--- src/rtl/ram_fifo_ctrl_if.sv ---
// ram_fifo_ctrl_if: push/pop valid-ready handshake bundle for ram_fifo_ctrl.
//   push_valid/push_data  producer -> FIFO
//   push_ready            FIFO -> producer
//   pop_valid/pop_data    FIFO -> consumer (pop_data is registered)
//   pop_ready             consumer -> FIFO
// master = the surrounding datapath, slave = the FIFO controller.
interface ram_fifo_ctrl_if #(
    parameter int DATA_W = 8
);
    logic              push_valid;
    logic [DATA_W-1:0] push_data;
    logic              push_ready;
    logic              pop_valid;
    logic [DATA_W-1:0] pop_data;
    logic              pop_ready;

    modport master (
        output push_valid, push_data, pop_ready,
        input  push_ready, pop_valid, pop_data
    );

    modport slave (
        input  push_valid, push_data, pop_ready,
        output push_ready, pop_valid, pop_data
    );
endinterface

--- src/rtl/ram_fifo_ctrl.sv ---
// ram_fifo_ctrl: FIFO controller in front of a single-port RAM with a
// registered read address and combinational q. One RAM access per cycle,
// reads win over writes, and a one-entry output register holds the head.
//
// Ports:
//   clk, rst_n   clock, asynchronous active-low reset
//   fifo         push/pop handshake (ram_fifo_ctrl_if.slave)
//   ram_data     RAM write data (always push_data)
//   ram_addr     RAM address (holds last value when idle)
//   ram_we       RAM write enable
//   ram_q        RAM read data, valid the cycle after the read address
//   level        words held (RAM + output register), 0..DEPTH+1
//   full         RAM holds DEPTH words
//   empty        level == 0
//
// Optional: define RAM_FIFO_BYPASS_EN to let a push into an empty FIFO load
// the output register directly (1-cycle push-to-pop latency).
module ram_fifo_ctrl #(
    parameter int DATA_W = 8,
    parameter int ADDR_W = 6,
    parameter int DEPTH  = 64
) (
    input  logic                clk,
    input  logic                rst_n,
    ram_fifo_ctrl_if.slave      fifo,
    output logic [DATA_W-1:0]   ram_data,
    output logic [ADDR_W-1:0]   ram_addr,
    output logic                ram_we,
    input  logic [DATA_W-1:0]   ram_q,
    output logic [ADDR_W:0]     level,
    output logic                full,
    output logic                empty
);
    localparam logic [ADDR_W:0] DEPTH_C = (ADDR_W+1)'(DEPTH);

    typedef enum logic {IDLE, RD_WAIT} state_t;

    state_t            state;
    logic [ADDR_W-1:0] wr_ptr, rd_ptr, addr_hold;
    logic [ADDR_W:0]   ram_cnt;
    logic              head_free, rd_issue, push_fire, bypass, wr_fire, capture;

    // Head register can take a new word this cycle.
    assign head_free = !fifo.pop_valid || fifo.pop_ready;
    assign rd_issue  = (state == IDLE) && (ram_cnt != '0) && head_free;
    // Reads own the RAM port in rd_issue cycles, so pushes stall there.
    assign fifo.push_ready = (ram_cnt < DEPTH_C) && !rd_issue;
    assign push_fire = fifo.push_valid && fifo.push_ready;

`ifdef RAM_FIFO_BYPASS_EN
    assign bypass = push_fire && (state == IDLE) && (ram_cnt == '0) && head_free;
`else
    assign bypass = 1'b0;
`endif

    assign wr_fire  = push_fire && !bypass;
    // RD_WAIT always captures: the address was registered by the RAM last edge.
    assign capture  = (state == RD_WAIT);

    assign ram_we   = wr_fire;
    assign ram_data = fifo.push_data;
    assign ram_addr = rd_issue ? rd_ptr : (wr_fire ? wr_ptr : addr_hold);

    assign level = ram_cnt + {{ADDR_W{1'b0}}, fifo.pop_valid};
    assign full  = (ram_cnt == DEPTH_C);
    assign empty = (level == '0);

    always_ff @(posedge clk or negedge rst_n) begin
        if (!rst_n) begin
            state         <= IDLE;
            wr_ptr        <= '0;
            rd_ptr        <= '0;
            addr_hold     <= '0;
            ram_cnt       <= '0;
            fifo.pop_valid <= 1'b0;
            fifo.pop_data  <= '0;
        end else begin
            addr_hold <= ram_addr;
            if (wr_fire) wr_ptr <= wr_ptr + 1'b1;

            // Count drops only at capture so an in-flight slot is never reused.
            case ({wr_fire, capture})
                2'b10:   ram_cnt <= ram_cnt + 1'b1;
                2'b01:   ram_cnt <= ram_cnt - 1'b1;
                default: ram_cnt <= ram_cnt;
            endcase

            case (state)
                IDLE: begin
                    if (bypass) begin
                        fifo.pop_data  <= fifo.push_data;
                        fifo.pop_valid <= 1'b1;
                    end else if (fifo.pop_valid && fifo.pop_ready) begin
                        fifo.pop_valid <= 1'b0;
                    end
                    if (rd_issue) state <= RD_WAIT;
                end
                RD_WAIT: begin
                    fifo.pop_data  <= ram_q;
                    fifo.pop_valid <= 1'b1;
                    rd_ptr         <= rd_ptr + 1'b1;
                    state          <= IDLE;
                end
                default: state <= IDLE;
            endcase
        end
    end
endmodule

--- src/flat_wrapper.sv ---
// flat-port wrapper written by rule: the top's interface ports become plain ports
module ram_fifo_ctrl_flat 
#(
    parameter int DATA_W = 8,
    parameter int ADDR_W = 6,
    parameter int DEPTH  = 64
)
  (clk, rst_n, ram_data, ram_addr, ram_we, ram_q, level, full, empty, fifo_push_valid, fifo_push_data, fifo_pop_ready, fifo_push_ready, fifo_pop_valid, fifo_pop_data);
  ram_fifo_ctrl_if #(.DATA_W(DATA_W)) fifo_i ();
  input  logic clk;
  input  logic rst_n;
  output logic [DATA_W-1:0] ram_data;
  output logic [ADDR_W-1:0] ram_addr;
  output logic ram_we;
  input  logic [DATA_W-1:0] ram_q;
  output logic [ADDR_W:0] level;
  output logic full;
  output logic empty;
  input wire logic [$bits(fifo_i.push_valid)-1:0] fifo_push_valid;
  input wire logic [$bits(fifo_i.push_data)-1:0] fifo_push_data;
  input wire logic [$bits(fifo_i.pop_ready)-1:0] fifo_pop_ready;
  output wire logic [$bits(fifo_i.push_ready)-1:0] fifo_push_ready;
  output wire logic [$bits(fifo_i.pop_valid)-1:0] fifo_pop_valid;
  output wire logic [$bits(fifo_i.pop_data)-1:0] fifo_pop_data;
  assign fifo_i.push_valid = fifo_push_valid;
  assign fifo_i.push_data = fifo_push_data;
  assign fifo_i.pop_ready = fifo_pop_ready;
  assign fifo_push_ready = fifo_i.push_ready;
  assign fifo_pop_valid = fifo_i.pop_valid;
  assign fifo_pop_data = fifo_i.pop_data;
  ram_fifo_ctrl #(.DATA_W(DATA_W), .ADDR_W(ADDR_W), .DEPTH(DEPTH)) u_core (.clk(clk), .rst_n(rst_n), .fifo(fifo_i), .ram_data(ram_data), .ram_addr(ram_addr), .ram_we(ram_we), .ram_q(ram_q), .level(level), .full(full), .empty(empty));
endmodule
--- config.mk ---
export PLATFORM = sky130hd
export DESIGN_NAME = ram_fifo_ctrl_flat
export DESIGN_NICKNAME = d
export VERILOG_FILES = /design/src/rtl/ram_fifo_ctrl_if.sv /design/src/rtl/ram_fifo_ctrl.sv /design/src/flat_wrapper.sv
export SDC_FILE = /design/constraint.sdc
export NUM_CORES = 1
export LEC_CHECK = 0
export CELL_PAD_IN_SITES_DETAIL_PLACEMENT = 0
export CELL_PAD_IN_SITES_GLOBAL_PLACEMENT = 1
export CORE_UTILIZATION = 33
export DETAILED_ROUTE_END_ITERATION = 10
export GPL_TIMING_DRIVEN = 0
export PLACE_DENSITY = 0.83
export SLEW_MARGIN = 0
export SYNTH_ARGS = -nofsm -noshare
export SYNTH_HDL_FRONTEND = slang
export SYNTH_SLANG_ARGS = --single-unit
--- constraint.sdc ---
create_clock -name clk -period 2.8 [get_ports clk]
set_input_delay 0.42 -clock clk [delete_from_list [all_inputs] [get_ports clk]]
set_output_delay 0.42 -clock clk [all_outputs]
set_load 0.01 [all_outputs]
# [Word level (Yosys, flattened, before mapping)]
# Index checks and enable logic that the tools add are counted.
[op_classes] add_sub_neg=5 multipliers=0 n_div=0 n_lt_le_gt_ge=1 n_eq_ne=4 shift=0 muxes=8 bitwise_logic=1 reduce_logical=11
[ops] cell="$pmux W7 S2" n=1
[ops] cell="$add A6 B1 Y6 const B" n=2
[ops] cell="$mux W6" n=2
[ops] cell="$mux W8" n=1
[ops] cell="$add A7 B1 Y7" n=1
[ops] cell="$add A7 B1 Y7 const B" n=1
[ops] cell="$eq A7 B7 Y1 const B" n=1
[ops] cell="$logic_not A7 Y1" n=1
[ops] cell="$lt A7 B7 Y1 const B" n=1
[ops] cell="$reduce_bool A7 Y1" n=1
[ops] cell="$sub A7 B1 Y7 const B" n=1
[ops] cell="$logic_and A1 B1 Y1" n=5
[ops] cell="$pmux W1 S2" n=2
[ops] cell="$eq A2 B1 Y1 const B" n=1
[ops] cell="$eq A2 B2 Y1 const B" n=1
[ops] cell="$logic_not A1 Y1" n=2
[ops] cell="$mux W1" n=2
[ops] cell="$ne A2 B2 Y1 const B" n=1
[ops] cell="$reduce_bool A2 Y1" n=1
[ops] cell="$logic_or A1 B1 Y1" n=1
[ops] cell="$not A1 Y1" n=1
[totals] regBits=35 latchBits=0 mem_bits_rw=0 mem_bits_ro=0 inputBits=20 output_inout_bits=34 word_cells=37 mem_count=0

# [Depth between registers and ports, before layout]
# Gate-level depths: netlist (run 1).
[logic_depth] ltp_word=8 ltp_mapped=13 ltp_nobuf=11

# [Worst setup path after synthesis (run 1)]
# OpenSTA, ideal clock, no wires.
[synth_timing] kind="reg2reg" startpoint="reg u_core.ram_cnt[4]" endpoint="reg u_core.ram_cnt[4]" setup_ns=0.133 arrival_time_ns=2.546 t_required_ns=2.667 path_slack_ns=0.121 path_stages_with_launch=14 n_path_buf=2 period_less_slack_ns=2.679 path_cell_list="dfrtp_1 buf_6 nor4_4 nand2_2 a21o_4 ha_1 buf_2 xor2_1 ha_1 nand2b_1 o32ai_1 o21ai_0 nor3b_1 xor2_1"
[synth_via] elab_chain_len=8 word_cells_on_any_way=13 cone_classes="2 x add/sub; 1 x order compare; 2 x eq/ne; 1 x mux; 7 x reduce/logical"
[synth_lines] element="start: declaration" line="ram_fifo_ctrl.sv:40" rtl="logic [ADDR_W:0] ram_cnt;"
[synth_lines] element="start signal: assignment" line="ram_fifo_ctrl.sv:83" rtl="2'b10: ram_cnt <= ram_cnt + 1'b1;"
[synth_lines] element="start signal: assignment" line="ram_fifo_ctrl.sv:84" rtl="2'b01: ram_cnt <= ram_cnt - 1'b1;"
[synth_lines] element="start signal: assignment" line="ram_fifo_ctrl.sv:85" rtl="default: ram_cnt <= ram_cnt;"
[synth_lines] element="parallel branches: the longest is 8 deep, another holds $lt A7 B7 Y1"
# Parallel ways; which one is timed is not known.
# A chain may end at the register's enable or synchronous reset.

# [Final worst setup path (run 1)]
[layout_timing] startpoint="reg u_core.ram_cnt[1]" endpoint="reg u_core.ram_cnt[4]"
# Same word-level chain as after synthesis.

==> summary.md, run 1 <==
| Metric | Value |
|---|---|
| Post-DP HPWL | 2.712 mm |
| Slew Limit Headroom | 0.4699 |
| CP Buf/Inv Count | 2 |
| DR pass1 iterations | 4 |
| CP Capture Type | flop |
| Tcrit/Tclk final | 0.9772 |
| NetSw | 1.370 mW |
| CP peak stage delay | 380 ps |
| Seq pwr share | 0.290 |
| Flops & latches, synth | 35 |
| Diodes inserted | 0 |
| Logic pwr share | 0.590 |
| Ratio of cells with drive above 1 in the final layout | 0.2596 |
| Crit-path slowest cell | dfrtp_1 |
| Clk Latency, worst-skew pair | 290 ps |
| Gp weighted congestion | 0.8147 |
| Placement Cell Area | 2455 um^2 |
| Status | completed |
| Crit-path cells | buf_2, nor2_2, nand2_2, a21o_4, ha_2, buf_6, xor2_2, ha_2, nand2b_1, o32ai_4, nor3_2, nor3b_2, xor2_1 |
| Worst setup SP type | flop |
| Avg Cell Area, Syn | 11.03 um^2 |
| Leakage power | 1.168 nW |
| Met3 usage | 0.03372 |
| Total power | 3.455 mW |
| CTS root buf | clkbuf_8 |
| Max_cap viols | 0 |
| Setup ws final | 63.76 ps |
| Tmin final | 2736 ps |
| Total CTS buffers | 5 |
| Fin nets | 261 |
| Pwr Density | 1286 nW/um^2 |
| GR Util met2 | 0.2053 |
| Post-Syn Area | 1919 um^2 |
| Final count of hold timing violations | 0 |
| Internal power | 2.085 mW |
| Cell Count, Final, Fillers Out | 307 |
| Io pins | 54 |
| Clock Pin Slew Worst Setup and Hold Paths | 70 ps |
| Slew Limit Fails | 0 |
| Die height | 78.27 um |
| DR DRC count | 0 |
| RSZ-0062 raised after global routing | yes |
| Via/cell ratio | 4.792 |
| # rows | 27 |
| Fillers | 523 |
| Die W | 78.27 um |
| Yosys warns | 0 |
| Area Growth Syn to Fin | 40.03% |
| Final Setup Violations | 0 |
| Crit-path most repeated cell | ha_2 |
| TritonCTS clock tree | yes |
| Clk buf depth | 2 |
| Placed insts | 291 |
| Yosys top cell by area | dfrtp_1 |
| Worst Path Required | 3010 ps |
| GRT Overall Usage | 0.1397 |
| Worst vdd ir | 0.5704 mV |
| Crit Path Max Fanout | 10 |
| First-pass GRT wire length | 6.637 mm |
| Clock Power Share | 0.120 |
| Worst-Margin Slew | 795.1 ps |
| Yosys cell types | 41 |
| WP depth | 13 |
| Core area | 5540 um^2 |
| Largest cells by area after synthesis | dfrtp_1 (46%), mux2_2 (6.5%), xnor2_1 (6.4%), ha_1 (4.6%), xor2_1 (4.1%) |
| HP Class | input port to async pin |
| Syn Inst Count | 174 |
| Setup Crit Path Kind | flop to flop |
| Syn nets | 201 |
| Initial antenna violation count | 0 |
| Fin area | 2688 um^2 |
| Sw Share | 0.3966 |
| Vias in the first global route | 1425 |
| H-tree Lvls | 2 |
| Largest net degree at the start of global routing | 36 |
| Clock Sinks | 35 |
| Drt total wl | 3.926 mm |
| DR vias | 1471 |
| Top Usage Layer GRT | met2 |
| Grt met1 use | 0.1890 |
| Area of the die | 6125 um^2 |
| Routed Antenna Nets | 0 |
| Top-area cell type share of the netlist area | 0.4563 |
| Starting DRC count in detailed routing | 79 |
| Pre-CTS setup slack | -370.3 ps |
| Worst clock skew | 7.715 ps |
| FF-to-FF path depth | 13 |
| Port Buffers | 45 |
| Family with the most delay on the worst path | simple AND/OR/NAND/NOR gates |
| Initial Util | 0.3464 |
| WP data arrival | 2950 ps |
| FMAX | 365.5 MHz |
| Grt total ovfl | 0 |
| Wire per inst | 12.79 um |
| Sequential fraction of the synthesis area | 0.4563 |
through the flow:
step                      utilization  hold slack (ps)  setup TNS (ps)
after detailed placement       0.4431            468.1          -890.3
after global placement         0.4440            463.7          -840.0
after floorplan                     -            124.4               0
after global routing           0.4851            271.8          -185.0
after CTS                      0.4657            247.2          -6.201
final                          0.4851            208.8               0
kinds of logic after synthesis:
logic type               share of synthesized area
AND/OR/NAND/NOR                             0.1180
flip-flops                                  0.4563
AO/OA/AOI/OAI                               0.1160
buffers and inverters                      0.08409
XOR/XNOR                                    0.1050
multiplexers                               0.07497
adder cells (fa/ha/maj)                    0.04563
final cells by class:
class,count,area [um^2],share of cell area
flip-flops and latches,35,878.3,0.3268
clock inverters,1,7.507,0.002793
clock buffers,7,96.34,0.03585
inverters,7,31.28,0.01164
multi-input cells,114,944.7,0.3515
repair buffers,53,500.5,0.1862
well taps,72,90.09,0.03352
plain buffers,18,138.9,0.05168
metal layers:
metal | routed length, um | vias up
met5 | 0 | -
met4 | 80 | 0
met3 | 218 | 5
met2 | 1698 | 50
met1 | 1928 | 698
li1 | - | 718
repair_timing:
action,in CTS,in global routing
hold buffers,0,0
buffers inserted,0,8
resized for setup,16,13
gates cloned,0,0
pin swaps,0,6
setup endpoints to repair,8,3
synthesized netlist by cell type (all sizes together):
cell / instances
nor3: 2
buf: 16
a311oi: 1
inv: 7
nor2: 10
xor2: 9
o31a: 1
and3: 2
a22o: 4
nand2: 9
a21o: 5
dfrtp: 35
nor3b: 1
o32ai: 1
a21oi: 6
clkbuf: 2
a221oi: 2
nand3b: 1
o211ai: 1
xnor2: 14
o21a: 3
nand2b: 2
mux2: 11
or4: 2
mux2i: 2
a21boi: 1
nand4: 5
nand3: 4
ha: 7
nor4: 3
o21ai: 5
power by group through the flow:
stage | combinational, mW | clock, mW | sequential, mW
floorplan | 1.19 | 0 | 0.990
global placement | 1.87 | 0 | 1.01
detailed placement | 1.89 | 0 | 1.02
CTS | 1.90 | 0.428 | 1.02
global route | 2.25 | 0.452 | 1.04
finish | 2.04 | 0.413 | 1.00
placed cells by master (no fill, tap or decap), types with 5 or more instances in the layout:
master,Yosys,layout
clkbuf_8,0,7
buf_4,9,18
inv_1,6,6
mux2_2,11,11
xnor2_1,14,14
a21oi_1,6,5
xor2_1,9,8
dfrtp_1,35,33
clkdlybuf4s50_1,0,36
dlygate4sd2_1,0,6
nor2_1,9,8
nand4_1,5,5
ha_1,7,5
nand2_1,8,8
sequential cells by signal, summed over array words and instances, names as in the netlist:
| name | cells |
|---|---|
| u_core.wr_ptr | 6 |
| u_core.fifo.pop_valid | 1 |
| u_core.fifo.pop_data | 8 |
| u_core.capture | 1 |
| u_core.rd_ptr | 6 |
| u_core.ram_cnt | 7 |
| u_core.addr_hold | 6 |
path summary, 6_finish.rpt:
kind | start | endpoint | slack (ps)
max in group asynchronous | rst_n | u_core.ram_cnt[0] | 2040
hold reg to reg | u_core.rd_ptr[5] | u_core.rd_ptr[5] | 480
min in group clk | u_core.rd_ptr[5] | u_core.rd_ptr[5] | 480
setup reg to reg | u_core.ram_cnt[1] | u_core.ram_cnt[4] | 60
hold / removal | rst_n | u_core.ram_cnt[4] | 210
setup / recovery | u_core.ram_cnt[1] | u_core.ram_cnt[4] | 60
Power figures use the tool's default switching activity.
==> run 2, diff against run 1 <==
--- a/config.mk
+++ b/config.mk
@@ -9,7 +9,7 @@
 export CELL_PAD_IN_SITES_GLOBAL_PLACEMENT = 1
 export CORE_UTILIZATION = 33
 export DETAILED_ROUTE_END_ITERATION = 10
-export GPL_TIMING_DRIVEN = 0
+export GPL_TIMING_DRIVEN = 1
 export PLACE_DENSITY = 0.83
 export SLEW_MARGIN = 0
 export SYNTH_ARGS = -nofsm -noshare
==> summary.md, run 2 (synthesis gave the netlist of run 1 again) <==
| Metric | Value |
|---|---|
| Total power | 3.423 mW |
| Vias in the first global route | 1423 |
| Worst-Margin Slew | 458.4 ps |
| HP Class | flop to flop |
| Final Setup Violations | 0 |
| Routed Antenna Nets | 0 |
| Grt total ovfl | 0 |
| Starting DRC count in detailed routing | 66 |
| Worst Path Required | 2380 ps |
| Post-DP HPWL | 2.877 mm |
| Via/cell ratio | 4.837 |
| TritonCTS clock tree | yes |
| Most frequent cells in the layout | dfrtp_1 (35), clkdlybuf4s50_1 (30), buf_4 (22) |
| DR pass1 iterations | 3 |
| Fin nets | 249 |
| Gp weighted congestion | 0.8020 |
| Biggest registers after layout | u_core.fifo.pop_data: 8 flops, u_core.ram_cnt: 7 flops |
| Placement Cell Area | 2415 um^2 |
| Pwr Density | 1344 nW/um^2 |
| Hold-critical path depth | 1 |
| Initial antenna violation count | 0 |
| Fin area | 2546 um^2 |
| First-pass GRT wire length | 6.713 mm |
| Reg-to-reg critical path startpoint | u_core.ram_cnt[4] |
| Drt total wl | 3.960 mm |
| Setup Crit Path Kind | flop to primary output |
| Slew Limit Headroom | 0.6944 |
| Tmin final | 2648 ps |
| Die W | 78.27 um |
| Total CTS buffers | 5 |
| DR DRC count | 0 |
| # rows | 27 |
| Final count of hold timing violations | 0 |
| Crit Path Max Fanout | 3 |
| Clk buf depth | 2 |
| Cell Count, Final, Fillers Out | 295 |
| Crit path to | empty |
| H-tree Lvls | 2 |
| Io pins | 54 |
| Largest net degree at the start of global routing | 36 |
| Worst vdd ir | 0.6317 mV |
| Max FFs per register | 8 |
| Wire per inst | 13.42 um |
| Worst setup SP type | flop |
| DR vias | 1427 |
| Hold WS | 475.5 ps |
| GRT Overall Usage | 0.1401 |
| Setup ws final | 151.8 ps |
| Max_cap viols | 0 |
| Worst clock skew | 9.488 ps |
| Critical R2R Capture | u_core.ram_cnt[4] |
| Placed insts | 287 |
| Ratio of cells with drive above 1 in the final layout | 0.2332 |
| Port Buffers | 37 |
| Clock Sinks | 35 |
| WP data arrival | 2230 ps |
| Area of the die | 6125 um^2 |
| Area Growth Syn to Fin | 32.66% |
| Die height | 78.27 um |
| Pre-CTS setup slack | -180.7 ps |
| Setup bufs post-CTS | 0 |
| Initial Util | 0.3464 |
| Slew Limit Fails | 0 |
| Largest Register | u_core.fifo.pop_data |
| Status | completed |
| R2R Setup Slk | 170 ps |
| Clk Latency, worst-skew pair | 290 ps |
| Tcrit/Tclk final | 0.9458 |
| Diodes inserted | 0 |
| CTS root buf | clkbuf_8 |
| Leakage power | 1.160 nW |
| FF-to-FF path depth | 11 |
| CP Capture Type | primary output |
| Critical Path Start | u_core.ram_cnt[0] |
| Core area | 5540 um^2 |
| Commonest non-fill, non-tap cell in the layout | dfrtp_1 |
| Clock Pin Slew Worst Setup and Hold Paths | 80 ps |
| FMAX | 377.6 MHz |
==> run 2: changes by cell type in the layout (fill, tap and decap cells not counted), sizes merged <==
cell           delta
buf               -3
clkbuf            -4
clkdlybuf4s50     -6
clkinv            +1
clkinvlp          +1
dlygate4sd2       -6
dlymetal6s2s      +5
==> run 2: cell type report <==
class	count	area, um^2
clock buffer	5	68.82
clock inverter	3	20.02
fill	537	2994
inverter	7	31.28
multi-input combinational	114	909.6
sequential	35	875.8
tap	72	90.09
timing repair buffer	59	550.5
==> run 2: through the flow <==
step / utilization / TNS [ps]
6_report: 0.4596 / 0
4_1_cts: 0.4526 / 0
3_3_place_gp: 0.4359 / -85.90
5_1_grt: 0.4596 / -24.32
3_5_place_dp: 0.4359 / -263.7
2_1_floorplan: - / 0
==> run 2: worst max-delay path, cell delays in order, from the launching register on <==
cell and delay, ps:
dfrtp_1 430, ha_1 230, ha_1 210, xor2_1 150, or4_1 500, nor4_2 150, clkdlybuf4s15_1 270
==> run 2: how the worst min path moves through the flow <==
stage                                     end  slack [ps]                start
after CTS                    u_core.wr_ptr[5]         480     u_core.wr_ptr[5]
after global placement       u_core.wr_ptr[5]         460     u_core.wr_ptr[5]
after detailed placement     u_core.wr_ptr[5]         470     u_core.wr_ptr[5]
after floorplan           u_core.addr_hold[0]         120                rst_n
after global routing      u_core.addr_hold[4]         500  u_core.addr_hold[4]
final                     u_core.addr_hold[3]         480  u_core.addr_hold[3]
==> run 2: repair_timing <==
item / CTS / global route
resized for setup: 3 / 13
hold buffers: 0 / 0
endpoints found under the setup margin: 4 / 9
==> run 2: power breakdown <==
| group | switching, mW | internal (mW) |
|---|---|---|
| clock network | 0.191 | 0.173 |
| registers | 0.198 | 0.769 |
| logic | 0.957 | 1.13 |
| total | 1.35 | 2.08 |
==> run 2: routing by layer <==
layer,wire [um],global-route usage
met5,0,0
met1,1844,0.1866
met2,1848,0.2149
met3,205,0.03023
met4,61,0.06852
==> patch 1 (flow settings as in run 1) <==
Take the reset off `addr_hold` and load it in a clocked block of its own.
--- a/src/rtl/ram_fifo_ctrl.sv
+++ b/src/rtl/ram_fifo_ctrl.sv
@@ -71,10 +71,8 @@
             wr_ptr        <= '0;
             rd_ptr        <= '0;
-            addr_hold     <= '0;
             ram_cnt       <= '0;
             fifo.pop_valid <= 1'b0;
             fifo.pop_data  <= '0;
         end else begin
-            addr_hold <= ram_addr;
             if (wr_fire) wr_ptr <= wr_ptr + 1'b1;
 
@@ -106,4 +104,8 @@
         end
     end
+
+    always_ff @(posedge clk) begin
+        addr_hold <= ram_addr;
+    end
 endmodule
 
Function: differs if rst_n is asserted again (counterexample within 4 cycles, from zero or initial values and one cycle with rst_n low); with rst_n held inactive, the same outputs for 10 cycles.
==> patch 1 against run 1 <==
  * Worst setup slack better by 0.029 ns
  * Synthesized area is 1.6% lower
  * Cell area is 2.3% lower
  * Sequential cell count stayed put
  * Global-route usage is 0.26 points higher
  * Total power is 1.0% lower
  * Count of clock-buffer cells in the layout is 1 lower
  * Routed wire length is 1.3% higher
==> patch 1: results <==
set metrics [dict create \
    postSynthAreaPerCell_um2 10.9 \
    crit_family "compound AO/OA/AOI/OAI gates" \
    drt-total-wl_um 3980 \
    synth_cell_type_count 42 \
    p_leak_nw 1.12 \
    netlist_top_cells_area "dfrtp_1, mux2_2, xnor2_1" \
    synthArstFlopShare_pct 82.9 \
    synthXorXnorAreaFrac_pct 10.7 \
    grt_start_max_net_pins 30 \
    drive_gt1_share_pct 24.7 \
    stdcell_count 303 \
    pre_cts_ws_ns -0.367 \
    relSlewSlack_pct 55.0 \
    drt_iter0_markers 59 \
    grt_first_pass_wirelength_um 6690 \
    ir_drop_uv 452 \
    run_status "complete, no violations" \
    pwr-share-clk_pct 10.5 \
    grt_use_total_pct 14.2 \
    placed_cell_area_mm2 0.00242 \
    synthMuxAreaShare_pct 7.62 \
    route.met2.wl_um 1800 \
    rrSetupSlack_ns 0.09 \
    critPathMaxStageDelay_ns 0.44 \
    route.met3.wl_um 265 \
    wl_met1_um 1880 \
    critPathSlowestCell "dfrtp_2" \
    grtUsageMet1_pct 18.1 \
    fin_skew_ns 0.00410 \
    post-dp-hpwl_um 2800 \
    synth_fa_ha_area_share_pct 4.64 \
    synth_common_cells "dfrtp_1, xnor2_1, mux2_2" \
    synth_compound_area_share_pct 11.8 \
    yosysSeqAreaShare_pct 44.8 \
    nNetsFinal 257 \
    grt_pass1_vias 1417 \
    viasPerCell 4.98 \
    grt_use_met2_pct 22.5 \
]
patch 1: changes by cell type after synthesis:
cell     change
dfrtp_1      -6
dfxtp_1      +6
patch 1: repair_timing:
action                     4_1_cts  5_1_grt
setup endpoints to repair        8        5
setup buffers                    0        4
resized for setup               16       13
pin swaps                        1        6
patch 1: worst register-to-register path, cell delays in order, from the launching register on:
cell and delay [ns]:
dfrtp_2 0.44, nor4_4 0.30, nand2_2 0.10, a21o_4 0.26, ha_4 0.17, buf_6 0.13
xor2_1 0.16, ha_2 0.26, nand2b_4 0.07, o32ai_4 0.30, o21ai_1 0.08, nor3b_2 0.16
xor2_1 0.15
patch 1: layout make-up:
type | count | area (µm²) | area share [%]
clock inverter | 2 | 12.5 | 0.476
sequential | 35 | 850 | 32.3
inverter | 7 | 31.3 | 1.19
buffer | 18 | 139 | 5.29
multi-input combinational | 114 | 960 | 36.5
clock buffer | 6 | 72.6 | 2.76
timing repair buffer | 49 | 472 | 18.0
tap | 72 | 90.1 | 3.43
==> patch 2 (settings of run 1) <==
Made on the original files. Add a define of `RAM_FIFO_BYPASS_EN`.
--- a/src/rtl/ram_fifo_ctrl.sv
+++ b/src/rtl/ram_fifo_ctrl.sv
@@ -16,4 +16,6 @@
 // Optional: define RAM_FIFO_BYPASS_EN to let a push into an empty FIFO load
 // the output register directly (1-cycle push-to-pop latency).
+`define RAM_FIFO_BYPASS_EN
+
 module ram_fifo_ctrl #(
     parameter int DATA_W = 8,
Function: changed (a bounded check fails within 4 cycles, from zero or initial values and one cycle with rst_n low).
==> patch 2 against run 1 <==
  * Sequential power down 5%
  * Total power up 2.8%
  * Synthesized area up 5.4%
  * Hold slack better by 0.021 ns
  * Worst setup slack better by 0.065 ns
  * Cell area up 7.2%
  * Sequential cell count unchanged
  * Largest cell class unchanged
  * Clock skew up 0.0042 ns
  * Routed wire length up 5.2%
==> patch 2: results <==
set metrics [dict create \
    cp_max_fo 10 \
    nNetsFinal 289 \
    cp.arrival_ns 2.25 \
    drt-total-wl_um 4130 \
    io_buffer_count 53 \
    power_w 0.00355 \
    grt_pass1_vias 1434 \
    num_vias 1581 \
    p_leak_nw 1.29 \
    min_path_type "in2async" \
    synth_fa_ha_area_share_pct 4.33 \
    critPathSlowestCell "clkdlybuf4s50_1" \
    netlist_top_cells_area "dfrtp_1, mux2i_1, xnor2_1" \
    synth_edf_count 0 \
    routabilityCongestion 0.740 \
    synthXorXnorAreaFrac_pct 9.96 \
    cts.path.max_buffers 2 \
    run_status "complete, no violations" \
    ir_drop_uv 609 \
    yosysSeqAreaShare_pct 43.3 \
    critPathMaxStageDelay_ns 0.55 \
    r2r-start "u_core.capture" \
    diodes 0 \
    reg_top3 "u_core.fifo.pop_data: 8 flops, u_core.ram_cnt: 7 flops" \
    synth_common_cells "dfrtp_1, nand2_1, xnor2_1, mux2i_1" \
    rrSetupSlack_ns 0.25 \
    grt_first_pass_wirelength_um 6620 \
    relSlewSlack_pct 45.3 \
    drive_gt1_share_pct 18.6 \
    placed_cell_area_mm2 0.00264 \
    grt_use_total_pct 13.4 \
    post-dp-hpwl_um 3030 \
    num-fill-cells 549 \
    insertion_delay_ns 0.29 \
    synth_cell_type_count 41 \
    ys.flop_type "dfrtp_1" \
    p_switching_w 0.00136 \
    synth_nets 223 \
    crit_family "buffers and inverters" \
    cts_buffers 5 \
    powerSeq_w 0.000954 \
    drt_iter0_markers 71 \
    synthMuxAreaShare_pct 8.53 \
    path_clk_slew_ns 0.08 \
    synth_compound_area_share_pct 10.3 \
    cp-endpoint "fifo_push_ready" \
    fin_skew_ns 0.0119 \
]
-- patch 2: per-stage QoR --
step	worst slack, ns	instances
after floorplan	0.204	196
after global placement	-0.460	324
after detailed placement	-0.438	324
after CTS	0.00921	334
after global routing	-0.000491	338
final	0.129	338
-- patch 2: timing repair --
item                       in CTS  in global routing
gates resized for setup        14                  4
pin swaps                       0                  2
buffers inserted                2                  4
setup endpoints to repair       9                  2
-- patch 2: area by class of cell --
| cell class | count | area [µm²] | share of cell area [%] |
|---|---|---|---|
| clock inverter | 2 | 60.1 | 2.08 |
| clock buffer | 6 | 72.6 | 2.52 |
| multi-input combinational | 139 | 1040 | 36.0 |
| tap | 75 | 93.8 | 3.26 |
| inverter | 3 | 11.3 | 0.391 |
| timing repair buffer | 59 | 578 | 20.1 |
| sequential | 35 | 877 | 30.4 |
| buffer | 19 | 153 | 5.30 |
-- patch 2: routing by layer --
| metal | vias to the layer above | global-route usage, % | routed length (µm) |
|---|---|---|---|
| met5 | - | 0 | 0 |
| met2 | 36 | 20.8 | 1910 |
| met3 | 4 | 3.86 | 181 |
| met1 | 757 | 18.1 | 2010 |
| met4 | 0 | 3.75 | 37 |
| li1 | 784 | - | - |
-- patch 2: how the worst min path moves through the flow --
| stage | endpoint | slack (ns) | cells after the start |
|---|---|---|---|
| after global routing | u_core.addr_hold[3] | 0.29 | 1 |
| after CTS | u_core.fifo.pop_valid | 0.25 | 1 |
| after floorplan | u_core.addr_hold[0] | 0.12 | 0 |
| after detailed placement | u_core.rd_ptr[5] | 0.46 | 1 |
| after global placement | u_core.rd_ptr[5] | 0.46 | 1 |
| final | u_core.fifo.pop_valid | 0.23 | 1 |
